<file path="src/rtl/wb_arbiter_pkg.sv">
// Shared types and defaults for the register-file write arbiter.
package wb_arbiter_pkg;

  localparam int unsigned WB_WIDTH  = 32;
  localparam int unsigned WB_DEPTH  = 32;
  localparam int unsigned WB_QDEPTH = 4;

  // Source selected for the registered regfile write port
  typedef enum logic [1:0] {
    SRC_NONE    = 2'd0,
    SRC_PRIMARY = 2'd1,
    SRC_QUEUE   = 2'd2
  } wb_src_e;

  // True when n is a power of two (queue pointers wrap by overflow)
  function automatic bit is_pow2(input int unsigned n);
    return (n != 0) && ((n & (n - 1)) == 0);
  endfunction

endpackage

</file>
<file path="src/rtl/wb_arbiter_queue.sv">
// Secondary write queue: circular FIFO with per-entry valid bit, register-match
// kill, and two youngest-match lookup ports.
module wb_arbiter_queue
  import wb_arbiter_pkg::*;
#(
  parameter int unsigned WIDTH  = WB_WIDTH,
  parameter int unsigned ADDR   = 5,
  parameter int unsigned QDEPTH = WB_QDEPTH
) (
  input  logic                      clk,
  input  logic                      reset,
  input  logic                      i_push,
  input  logic [ADDR-1:0]           i_push_reg,
  input  logic [WIDTH-1:0]          i_push_data,
  input  logic                      i_pop,
  input  logic                      i_kill,
  input  logic [ADDR-1:0]           i_kill_reg,
  output logic                      o_head_valid,
  output logic [ADDR-1:0]           o_head_reg,
  output logic [WIDTH-1:0]          o_head_data,
  output logic [$clog2(QDEPTH):0]   o_count,
  input  logic [ADDR-1:0]           i_look_reg1,
  input  logic [ADDR-1:0]           i_look_reg2,
  output logic                      o_look_hit1,
  output logic [WIDTH-1:0]          o_look_data1,
  output logic                      o_look_hit2,
  output logic [WIDTH-1:0]          o_look_data2
);

  localparam int unsigned PW = $clog2(QDEPTH);
  localparam int unsigned CW = PW + 1;

  logic [PW-1:0]     r_head;
  logic [PW-1:0]     r_tail;
  logic [CW-1:0]     r_count;
  logic [QDEPTH-1:0] r_valid;
  logic [ADDR-1:0]   r_reg  [QDEPTH];
  logic [WIDTH-1:0]  r_data [QDEPTH];

  logic [QDEPTH-1:0] w_valid_nxt;
  logic              w_push_live;
  logic [PW-1:0]     w_age_idx [QDEPTH];

  // A push to the register the primary is writing this cycle is already stale
  assign w_push_live = i_push & ~(i_kill & (i_push_reg == i_kill_reg));

  // Next valid bits: kill matches, retire head on pop, set tail on push
  always_comb begin
    w_valid_nxt = r_valid;
    for (int i = 0; i < int'(QDEPTH); i++) begin
      if (i_kill && (r_reg[i] == i_kill_reg)) begin
        w_valid_nxt[i] = 1'b0;
      end
    end
    if (i_pop) begin
      w_valid_nxt[r_head] = 1'b0;
    end
    if (i_push) begin
      w_valid_nxt[r_tail] = w_push_live;
    end
  end

  // Queue storage, pointers and occupancy
  always_ff @(posedge clk or negedge reset) begin
    if (!reset) begin
      r_head  <= '0;
      r_tail  <= '0;
      r_count <= '0;
      r_valid <= '0;
      for (int i = 0; i < int'(QDEPTH); i++) begin
        r_reg[i]  <= '0;
        r_data[i] <= '0;
      end
    end else begin
      r_valid <= w_valid_nxt;
      if (i_push) begin
        r_reg[r_tail]  <= i_push_reg;
        r_data[r_tail] <= i_push_data;
        r_tail         <= r_tail + PW'(1);
      end
      if (i_pop) begin
        r_head <= r_head + PW'(1);
      end
      r_count <= r_count + CW'(i_push) - CW'(i_pop);
    end
  end

  // Slot index ordered by age, oldest first
  always_comb begin
    for (int i = 0; i < int'(QDEPTH); i++) begin
      w_age_idx[i] = r_head + PW'(i);
    end
  end

  // Youngest valid match wins: scan oldest to youngest, later hits override
  always_comb begin
    o_look_hit1  = 1'b0;
    o_look_data1 = '0;
    o_look_hit2  = 1'b0;
    o_look_data2 = '0;
    for (int i = 0; i < int'(QDEPTH); i++) begin
      if ((CW'(i) < r_count) && r_valid[w_age_idx[i]]) begin
        if (r_reg[w_age_idx[i]] == i_look_reg1) begin
          o_look_hit1  = 1'b1;
          o_look_data1 = r_data[w_age_idx[i]];
        end
        if (r_reg[w_age_idx[i]] == i_look_reg2) begin
          o_look_hit2  = 1'b1;
          o_look_data2 = r_data[w_age_idx[i]];
        end
      end
    end
  end

  assign o_head_valid = r_valid[r_head];
  assign o_head_reg   = r_reg[r_head];
  assign o_head_data  = r_data[r_head];
  assign o_count      = r_count;

endmodule

</file>
<file path="src/rtl/wb_arbiter.sv">
// Register-file write arbiter: primary writeback has absolute priority, secondary
// results drain from a small queue, pending writes are tracked for two readers.
// Build option: WB_FORWARD_EN forwards pending data instead of stalling.
module wb_arbiter
  import wb_arbiter_pkg::*;
#(
  parameter int unsigned WIDTH  = WB_WIDTH,
  parameter int unsigned DEPTH  = WB_DEPTH,
  parameter int unsigned QDEPTH = WB_QDEPTH
) (
  input  logic                     clk,
  input  logic                     reset,
  input  logic                     p_valid,
  input  logic [$clog2(DEPTH)-1:0] p_reg,
  input  logic [WIDTH-1:0]         p_data,
  input  logic                     s_valid,
  output logic                     s_ready,
  input  logic [$clog2(DEPTH)-1:0] s_reg,
  input  logic [WIDTH-1:0]         s_data,
  output logic                     rf_enable,
  output logic [$clog2(DEPTH)-1:0] rf_wreg,
  output logic [WIDTH-1:0]         rf_wdata,
  input  logic [$clog2(DEPTH)-1:0] q_reg1,
  input  logic [$clog2(DEPTH)-1:0] q_reg2,
  output logic                     fwd_hit1,
  output logic                     fwd_hit2,
  output logic [WIDTH-1:0]         fwd_data1,
  output logic [WIDTH-1:0]         fwd_data2,
  output logic                     stall,
  output logic [$clog2(QDEPTH):0]  q_count
);

  localparam int unsigned ADDR = $clog2(DEPTH);
  localparam int unsigned CW   = $clog2(QDEPTH) + 1;
  localparam bit          QDEPTH_OK = is_pow2(QDEPTH) && (QDEPTH >= 2);

  logic              w_p_acc;
  logic              w_not_full;
  logic              w_push;
  logic              w_pop;
  wb_src_e           w_src;

  logic              w_head_valid;
  logic [ADDR-1:0]   w_head_reg;
  logic [WIDTH-1:0]  w_head_data;
  logic [CW-1:0]     w_count;
  logic              w_qhit1;
  logic              w_qhit2;
  logic [WIDTH-1:0]  w_qdata1;
  logic [WIDTH-1:0]  w_qdata2;
  logic              w_hit1;
  logic              w_hit2;
  logic [WIDTH-1:0]  w_data1;
  logic [WIDTH-1:0]  w_data2;

  logic              r_rf_enable;
  logic [ADDR-1:0]   r_rf_wreg;
  logic [WIDTH-1:0]  r_rf_wdata;

  // Register 0 is never written, so a primary to r0 is no request at all
  assign w_p_acc    = p_valid & (p_reg != '0);
  assign w_not_full = (w_count < CW'(QDEPTH)) & QDEPTH_OK;
  assign w_push     = s_valid & w_not_full & (s_reg != '0);
  assign w_pop      = ~w_p_acc & (w_count != '0);

  // Handshake is refused while reset is held
  assign s_ready = reset & w_not_full;
  assign q_count = w_count;

  wb_arbiter_queue #(
    .WIDTH  (WIDTH),
    .ADDR   (ADDR),
    .QDEPTH (QDEPTH)
  ) u_queue (
    .clk          (clk),
    .reset        (reset),
    .i_push       (w_push),
    .i_push_reg   (s_reg),
    .i_push_data  (s_data),
    .i_pop        (w_pop),
    .i_kill       (w_p_acc),
    .i_kill_reg   (p_reg),
    .o_head_valid (w_head_valid),
    .o_head_reg   (w_head_reg),
    .o_head_data  (w_head_data),
    .o_count      (w_count),
    .i_look_reg1  (q_reg1),
    .i_look_reg2  (q_reg2),
    .o_look_hit1  (w_qhit1),
    .o_look_data1 (w_qdata1),
    .o_look_hit2  (w_qhit2),
    .o_look_data2 (w_qdata2)
  );

  // Write-port source select: primary beats the queue
  always_comb begin
    w_src = SRC_NONE;
    if (w_p_acc) begin
      w_src = SRC_PRIMARY;
    end else if (w_pop) begin
      w_src = SRC_QUEUE;
    end
  end

  // Registered regfile write port; address/data hold when idle
  always_ff @(posedge clk or negedge reset) begin
    if (!reset) begin
      r_rf_enable <= 1'b0;
      r_rf_wreg   <= '0;
      r_rf_wdata  <= '0;
    end else begin
      case (w_src)
        SRC_PRIMARY: begin
          r_rf_enable <= 1'b1;
          r_rf_wreg   <= p_reg;
          r_rf_wdata  <= p_data;
        end
        SRC_QUEUE: begin
          r_rf_enable <= w_head_valid;
          r_rf_wreg   <= w_head_reg;
          r_rf_wdata  <= w_head_data;
        end
        default: begin
          r_rf_enable <= 1'b0;
        end
      endcase
    end
  end

  assign rf_enable = r_rf_enable;
  assign rf_wreg   = r_rf_wreg;
  assign rf_wdata  = r_rf_wdata;

  // Pending-write lookup: queue entries are newer than the rf stage
  always_comb begin
    w_hit1  = (q_reg1 != '0) & (w_qhit1 | (r_rf_enable & (r_rf_wreg == q_reg1)));
    w_hit2  = (q_reg2 != '0) & (w_qhit2 | (r_rf_enable & (r_rf_wreg == q_reg2)));
    w_data1 = '0;
    w_data2 = '0;
    if (w_hit1) begin
      w_data1 = w_qhit1 ? w_qdata1 : r_rf_wdata;
    end
    if (w_hit2) begin
      w_data2 = w_qhit2 ? w_qdata2 : r_rf_wdata;
    end
  end

  assign fwd_hit1 = w_hit1;
  assign fwd_hit2 = w_hit2;

`ifdef WB_FORWARD_EN
  // Readers take the pending value directly and never wait
  assign fwd_data1 = w_data1;
  assign fwd_data2 = w_data2;
  assign stall     = 1'b0;
`else
  // Readers wait until the pending write has reached the regfile
  logic w_unused_fwd;
  assign w_unused_fwd = ^{w_data1, w_data2};
  assign fwd_data1    = '0;
  assign fwd_data2    = '0;
  assign stall        = w_hit1 | w_hit2;
`endif

endmodule
</file>
<file path="config.mk">
export PLATFORM = sky130hd
export DESIGN_NAME = wb_arbiter
export DESIGN_NICKNAME = d
export VERILOG_FILES = /design/src/rtl/wb_arbiter_pkg.sv /design/src/rtl/wb_arbiter_queue.sv /design/src/rtl/wb_arbiter.sv
export SDC_FILE = /design/constraint.sdc
export NUM_CORES = 1
export LEC_CHECK = 0
export ABC_CLOCK_PERIOD_IN_PS = 4370
export CORE_MARGIN = 5
export CORE_UTILIZATION = 40
export CTS_CLUSTER_DIAMETER = 80
export DETAILED_ROUTE_END_ITERATION = 7
export DONT_BUFFER_PORTS = 1
export PLACE_DENSITY = 0.51
export SYNTH_ARGS = -nofsm -noshare
export SYNTH_HDL_FRONTEND = slang
export SYNTH_SLANG_ARGS = --single-unit
</file>
<file path="constraint.sdc">
create_clock -name clk -period 4.37 [get_ports clk]
set_input_delay 0.437 -clock clk [delete_from_list [all_inputs] [get_ports clk]]
set_output_delay 0.437 -clock clk [all_outputs]
set_load 0.01 [all_outputs]
</file>
==> impl_metrics.json, run 1 <==
{
  "postCtsSetupRepairBufs": 0,
  "place.gp.congestion": 0.821,
  "grt.total_usage_pct": 16.6,
  "clock_latency_ns": 0.43,
  "vias": 6090,
  "fillCellCount": 2440,
  "grt_pass1_wl_um": 39600,
  "grt_max_degree": 199,
  "fin_area_mm2": 0.0112,
  "layout.nets": 883,
  "relSlewSlack_pct": 40.3,
  "violations": "negative hold slack",
  "path_class": "reg2out",
  "ioPinCount": 197,
  "fin_crit_sh_pct": 90.1,
  "worst_slew_pin_slew_ns": 0.892,
  "path_delay_family": "multiplexers",
  "io_buffers": 0,
  "cap_violations": 0,
  "placementRows": 60,
  "drive_gt1_share_pct": 13.6,
  "r2r_setup_slack_ns": 1.83,
  "outcome": "finished, violations left",
  "skew_ns": 0.0155,
  "pwr_density_cell_mw_per_mm2": 773,
  "cts_inserted_buffers": 17,
  "wl_per_cell_um": 21.8,
  "rsz0062_at_grt": "false",
  "crit_slowest_cell": "mux4_1",
  "cts_sinks": 197,
  "ctsHtreeMaxLevel": 4,
  "grt_overflow": 0,
  "mappedNetlistArea_mm2": 0.0108,
  "power_leakage_nw": 4.62,
  "die_x_um": 174,
  "worst_ep_arrival_time_ns": 3.50,
  "place_area_mm2": 0.0107,
  "highest_layer": "met4",
  "fmax_mhz": 254,
  "ys_warn_count": 0,
  "synth_ff_type": "dfrtp_1",
  "max_stage_delay_ns": 0.70,
  "start_kind": "register",
  "setup_viol_count_final": 0,
  "fin_crit_ns": 3.94,
  "required_ns": 3.93,
  "antenna_found_initial": 0,
  "drtIter0Drc": 271,
  "synth-edff-count": 0,
  "cts_resized": 0,
  "drc": 0,
  "first_global_vias": 6801,
  "cts_root_buf": "clkbuf_16",
  "yosysUniqueCellTypes": 39,
  "die_area_mm2": 0.0303,
  "ys_ff_latch": 197,
  "wl_met3_um": 1560,
  "finalSetupTns_ns": 0,
  "clk_pin_slew_worst_paths_ns": 0.08,
  "vias_per_cell": 5.37,
  "critPathMaxFanout": 22,
  "seq_area_frac_synth_pct": 45.8,
  "hold_violations": 197,
  "power.ir.vdd_worst_mv": 0.238,
  "synth_cells": 809,
  "cts_tree": "built",
  "start_util_pct": 40.3,
  "worstHoldPathType": "in2async",
  "crit_path_end_kind": "output port",
  "die_y_um": 174,
  "largest_reg_flops": 128,
  "core_mm2": 0.0267,
  "critical_path_buf_inv_count": 1,
  "synthArstFlopShare_pct": 100,
  "holdWs_ns": -0.305,
  "cts_buffer_depth": 2,
  "maxSlewViolCount": 0,
  "detail_route.wirelength_um": 24700,
  "crit_chain": "inv_1 > ha_1 > mux4_1 > xnor2_1 > nand4_1 > nor3_1 > nor4_2 > o22ai_1",
  "routed-wl-met2_um": 12500,
  "num_antenna_cells": 0,
  "synthToLayoutAreaGrowth_pct": 4.33,
  "wirelength_met1_um": 10300,
  "avgSynthCellArea_um2": 13.3,
  "ant_nets": 0,
  "first_pass_iters": 6,
  "dp_hpwl_um": 16600
}
layout make-up:
| class | count | area (µm²) | share of cell area [%] |
|---|---|---|---|
| multi-input cells | 542 | 5180 | 46.1 |
| flip-flops and latches | 197 | 4930 | 43.9 |
| well taps | 341 | 427 | 3.80 |
| clock buffers | 17 | 425 | 3.78 |
| clock inverters | 14 | 140 | 1.25 |
| repair buffers | 12 | 90.1 | 0.801 |
| inverters | 12 | 45.0 | 0.401 |
through the flow:
step           worst slack, ns  utilization, %  total power [mW]  hold WS, ns  std cells
2_1_floorplan            0.850               -              6.49        0.141        872
3_3_place_gp             0.949            39.9              7.08        0.151       1104
3_5_place_dp             0.872            39.9              7.28        0.148       1104
4_1_cts                  0.393            42.1              8.82       -0.326       1135
5_1_grt                  0.171            42.1              9.31       -0.333       1135
6_report                 0.433            42.1              8.69       -0.305       1135
power by group:
group | switching [mW] | internal (mW) | total, mW | leakage, nW
logic | 1.59 | 2.01 | 3.60 | 2.00
clock network | 0.766 | 0.757 | 1.52 | 0.270
registers | 0.819 | 2.74 | 3.56 | 2.35
Yosys cell counts, types with 6 or more instances:
master,number,area [µm²]
nand2_1,6,22.5
nor3_1,6,30.0
dfrtp_1,197,4930
clkbuf_1,15,56.3
buf_4,83,623
buf_6,11,124
nand3_1,11,55.1
inv_1,12,45.0
mux2_1,148,1670
nand4_1,8,50.1
mux4_2,51,1150
xor2_1,25,219
nor4_1,7,43.8
mux2i_1,35,350
a21oi_1,39,195
ha_1,12,150
xnor2_1,53,464
nor2_1,39,146
buf_2,11,55.1
final timing paths:
check	startpoint	end	cells after the start
max in group asynchronous	reset	u_queue.r_head[0]	0
min in group clk	s_data[25]	u_queue.r_data[121]	1
worst min register to register	u_queue.r_data[118]	u_queue.r_data[118]	1
worst max-delay path	u_queue.r_head[0]	stall	8
worst max register to register	u_queue.o_count[2]	u_queue.r_data[43]	5
worst min-delay path	reset	u_queue.r_data[15]	0
kinds of logic (layout without fill, tap and decap cells):
group	after synthesis	in the layout	share of synthesized area [%]
xor+xnor	78	78	6.34
buf+inv	133	55	8.42
flops	197	197	45.8
compound gates	54	54	2.74
other cells	1	64	0.0348
simple gates	92	92	4.32
mux	241	241	30.8
fa+ha+maj	13	13	1.58
metal layers:
| layer | up-vias | GRT usage, % |
|---|---|---|
| met4 | 0 | 3.89 |
| met1 | 3231 | 20.5 |
| met5 | - | 0 |
| met2 | 149 | 28.8 |
| met3 | 16 | 4.92 |
| li1 | 2694 | - |
placed cells by master (no fill, tap or decap), types with 3 or more instances in the layout:
cell type and n:
o21ai_1 5, nand2_2 4, conb_1 64, xnor2_1 53
mux4_1 5, nand2_1 6, mux4_2 51, clkinvlp_4 3
o21ai_0 5, xor2_1 25, inv_6 3, dfrtp_1 195
nor2_1 39, nand4_1 8, mux2_1 148, mux2i_1 35
inv_1 12, a21oi_1 39, nand3_1 11, ha_1 12
nor3_1 5, inv_8 4, clkbuf_16 17, buf_4 12
nor4_1 7
Note: power is estimated with default switching activity, not from simulation.
==> run 2: changes to the inputs <==
- CORE_MARGIN: 5 -> 1.5
==> run 2 against run 1 <==
Against the previous run: design area about the same; clock power grew 5%; the flow still finishes with violations (negative hold slack); critical path type unchanged; largest cell class unchanged; utilization increased by 0.75 points; sequential share of layout area barely moved; highest routed layer unchanged; cell count is 0.62% lower; flip-flop and latch count stayed put; first-iteration DRC count down 5.9%; count of clock-buffer cells in the layout increased by 3; clock skew is 0.0053 ns higher; global-route usage rose by 1.1 points; die area decreased by 7.9%; register-to-register slack gained 0.06 ns.
==> impl_metrics.json, run 2 (synthesized netlist as in run 1, its figures left out) <==
{
  "outcome": "finished, violations left",
  "violations": "negative hold slack",
  "fin_ws_ns": 0.386,
  "grt_overflow": 0,
  "antenna_found_initial": 0,
  "drive_gt1_share_pct": 13.2,
  "worstHoldPathType": "in2async",
  "grt.total_usage_pct": 17.7,
  "drc": 0,
  "swShare_pct": 35.5,
  "vias_per_cell": 5.43,
  "rsz0062_at_grt": "false",
  "die_area_mm2": 0.0279,
  "first_pass_iters": 4,
  "cts_resized": 0,
  "ant_nets": 0,
  "cts_buffer_depth": 2,
  "placementRows": 59,
  "synthToLayoutAreaGrowth_pct": 4.42,
  "io_buffers": 0,
  "drtIter0Drc": 255,
  "regArea_mm2": 0.00493,
  "grt_pass1_wl_um": 38000,
  "power_switching_mw": 3.09,
  "num_antenna_cells": 0,
  "path_class": "reg2out",
  "layout.nets": 882,
  "multi_input_area_mm2": 0.00518,
  "final_cell_mix": "dfrtp_1, mux2_1, conb_1",
  "clock_latency_ns": 0.43,
  "ctsHtreeMaxLevel": 4,
  "start_kind": "register",
  "relSlewSlack_pct": 40.2,
  "top_usage_layer": "met2",
  "vias": 6122,
  "die_x_um": 167,
  "cts_inserted_buffers": 17,
  "first_global_vias": 6606,
  "finalSetupTns_ns": 0,
  "clk_pin_slew_worst_paths_ns": 0.08,
  "start_util_pct": 41.0,
  "core_mm2": 0.0263,
  "required_ns": 3.93,
  "postCtsSetupRepairBufs": 0,
  "dp.cells": 1097,
  "place_area_mm2": 0.0107,
  "ioPinCount": 197,
  "grtUsageMet1_pct": 21.8,
  "cts_root_buf": "clkbuf_16",
  "grt_util_met2_pct": 30.4,
  "fillCellCount": 2473,
  "met3_usage_pct": 4.37,
  "fin_cells": 1128,
  "fin_crit_sh_pct": 91.2,
  "maxSlewViolCount": 0,
  "worst_ep_arrival_time_ns": 3.55,
  "fin_crit_ns": 3.98,
  "die_y_um": 167,
  "p_seq_share_pct": 40.8,
  "dp_slack_ns": 0.828,
  "cts_tree": "built",
  "final_common_cell": "dfrtp_1",
  "power_leakage_nw": 4.62,
  "critPathMaxFanout": 27,
  "wl_per_cell_um": 21.1,
  "cts_sinks": 197,
  "crit_path_end_kind": "output port",
  "cap_violations": 0,
  "worst_slew_pin_slew_ns": 0.889,
  "setup_viol_count_final": 0,
  "pwr-share-comb_pct": 40.8,
  "pwr_density_cell_mw_per_mm2": 774,
  "place.gp.congestion": 0.853,
  "holdWs_ns": -0.303,
  "hold_violations": 197,
  "fin_area_mm2": 0.0113,
  "power.ir.vdd_worst_mv": 0.340,
  "grt_max_degree": 199,
  "skew_ns": 0.0209,
  "detail_route.wirelength_um": 23800,
  "largest_reg_flops": 128,
  "dp_hpwl_um": 15800,
  "clkPwrFrac_pct": 18.3,
  "p_int_mw": 5.62,
  "fmax_mhz": 251
}
## run 2: changes by cell type in the layout (fill, tap and decap cells not counted), sizes merged
cell and delta:
buf -1, bufinv +2, clkbuf +3, clkinv -2
inv -3
## run 2: metrics by stage
| step | power [mW] | hold slack [ns] | utilization (%) |
|---|---|---|---|
| 3_3_place_gp | 7.04 | 0.149 | 40.6 |
| 6_report | 8.71 | -0.303 | 42.8 |
| 5_1_grt | 9.32 | -0.334 | 42.8 |
| 4_1_cts | 8.85 | -0.327 | 42.8 |
| 2_1_floorplan | 6.49 | 0.141 | - |
| 3_5_place_dp | 7.23 | 0.149 | 40.6 |
## run 2: final cells by class
type	count	area share [%]
inverter	12	0.400
clock buffer	20	3.97
sequential	197	43.9
timing repair buffer	11	0.734
multi-input combinational	542	46.0
clock inverter	11	1.28
tap	335	3.73
## run 2: power groups by stage
stage               Sequential [mW]  Combinational [mW]  Clock [mW]
global placement               3.52                3.52           0
global route                   3.69                3.90        1.73
floorplan                      3.29                3.20           0
CTS                            3.57                3.64        1.65
detailed placement             3.61                3.62           0
finish                         3.56                3.56        1.60
## run 2: worst paths after layout
kind / slack [ns] / depth (start not counted) / start / end
max: 0.39 / 8 / u_queue.r_head[0] / stall
min: -0.30 / 0 / reset / u_queue.r_data[18]
max reg2reg: 1.89 / 5 / u_queue.o_count[2] / u_queue.r_reg[9]
min reg2reg: 0.49 / 1 / u_queue.r_data[57] / u_queue.r_data[57]
max in group asynchronous: 4.22 / 0 / reset / u_queue.r_head[0]
min in group clk: 0.13 / 1 / s_data[13] / u_queue.r_data[109]
## run 2: critical path, cell delays in order, from the launching register on
cell     delay, ns
dfrtp_4       0.67
inv_1         0.15
ha_1          0.67
mux4_1        0.70
xnor2_1       0.20
nand4_1       0.12
nor3_1        0.24
nor4_2        0.09
o22ai_1       0.28
## run 2: per-layer routing
layer / vias to the layer above / wire (µm)
li1: 2693 / -
met1: 3221 / 9880
met2: 184 / 12100
met3: 24 / 1330
met4: 0 / 441
met5: - / 0
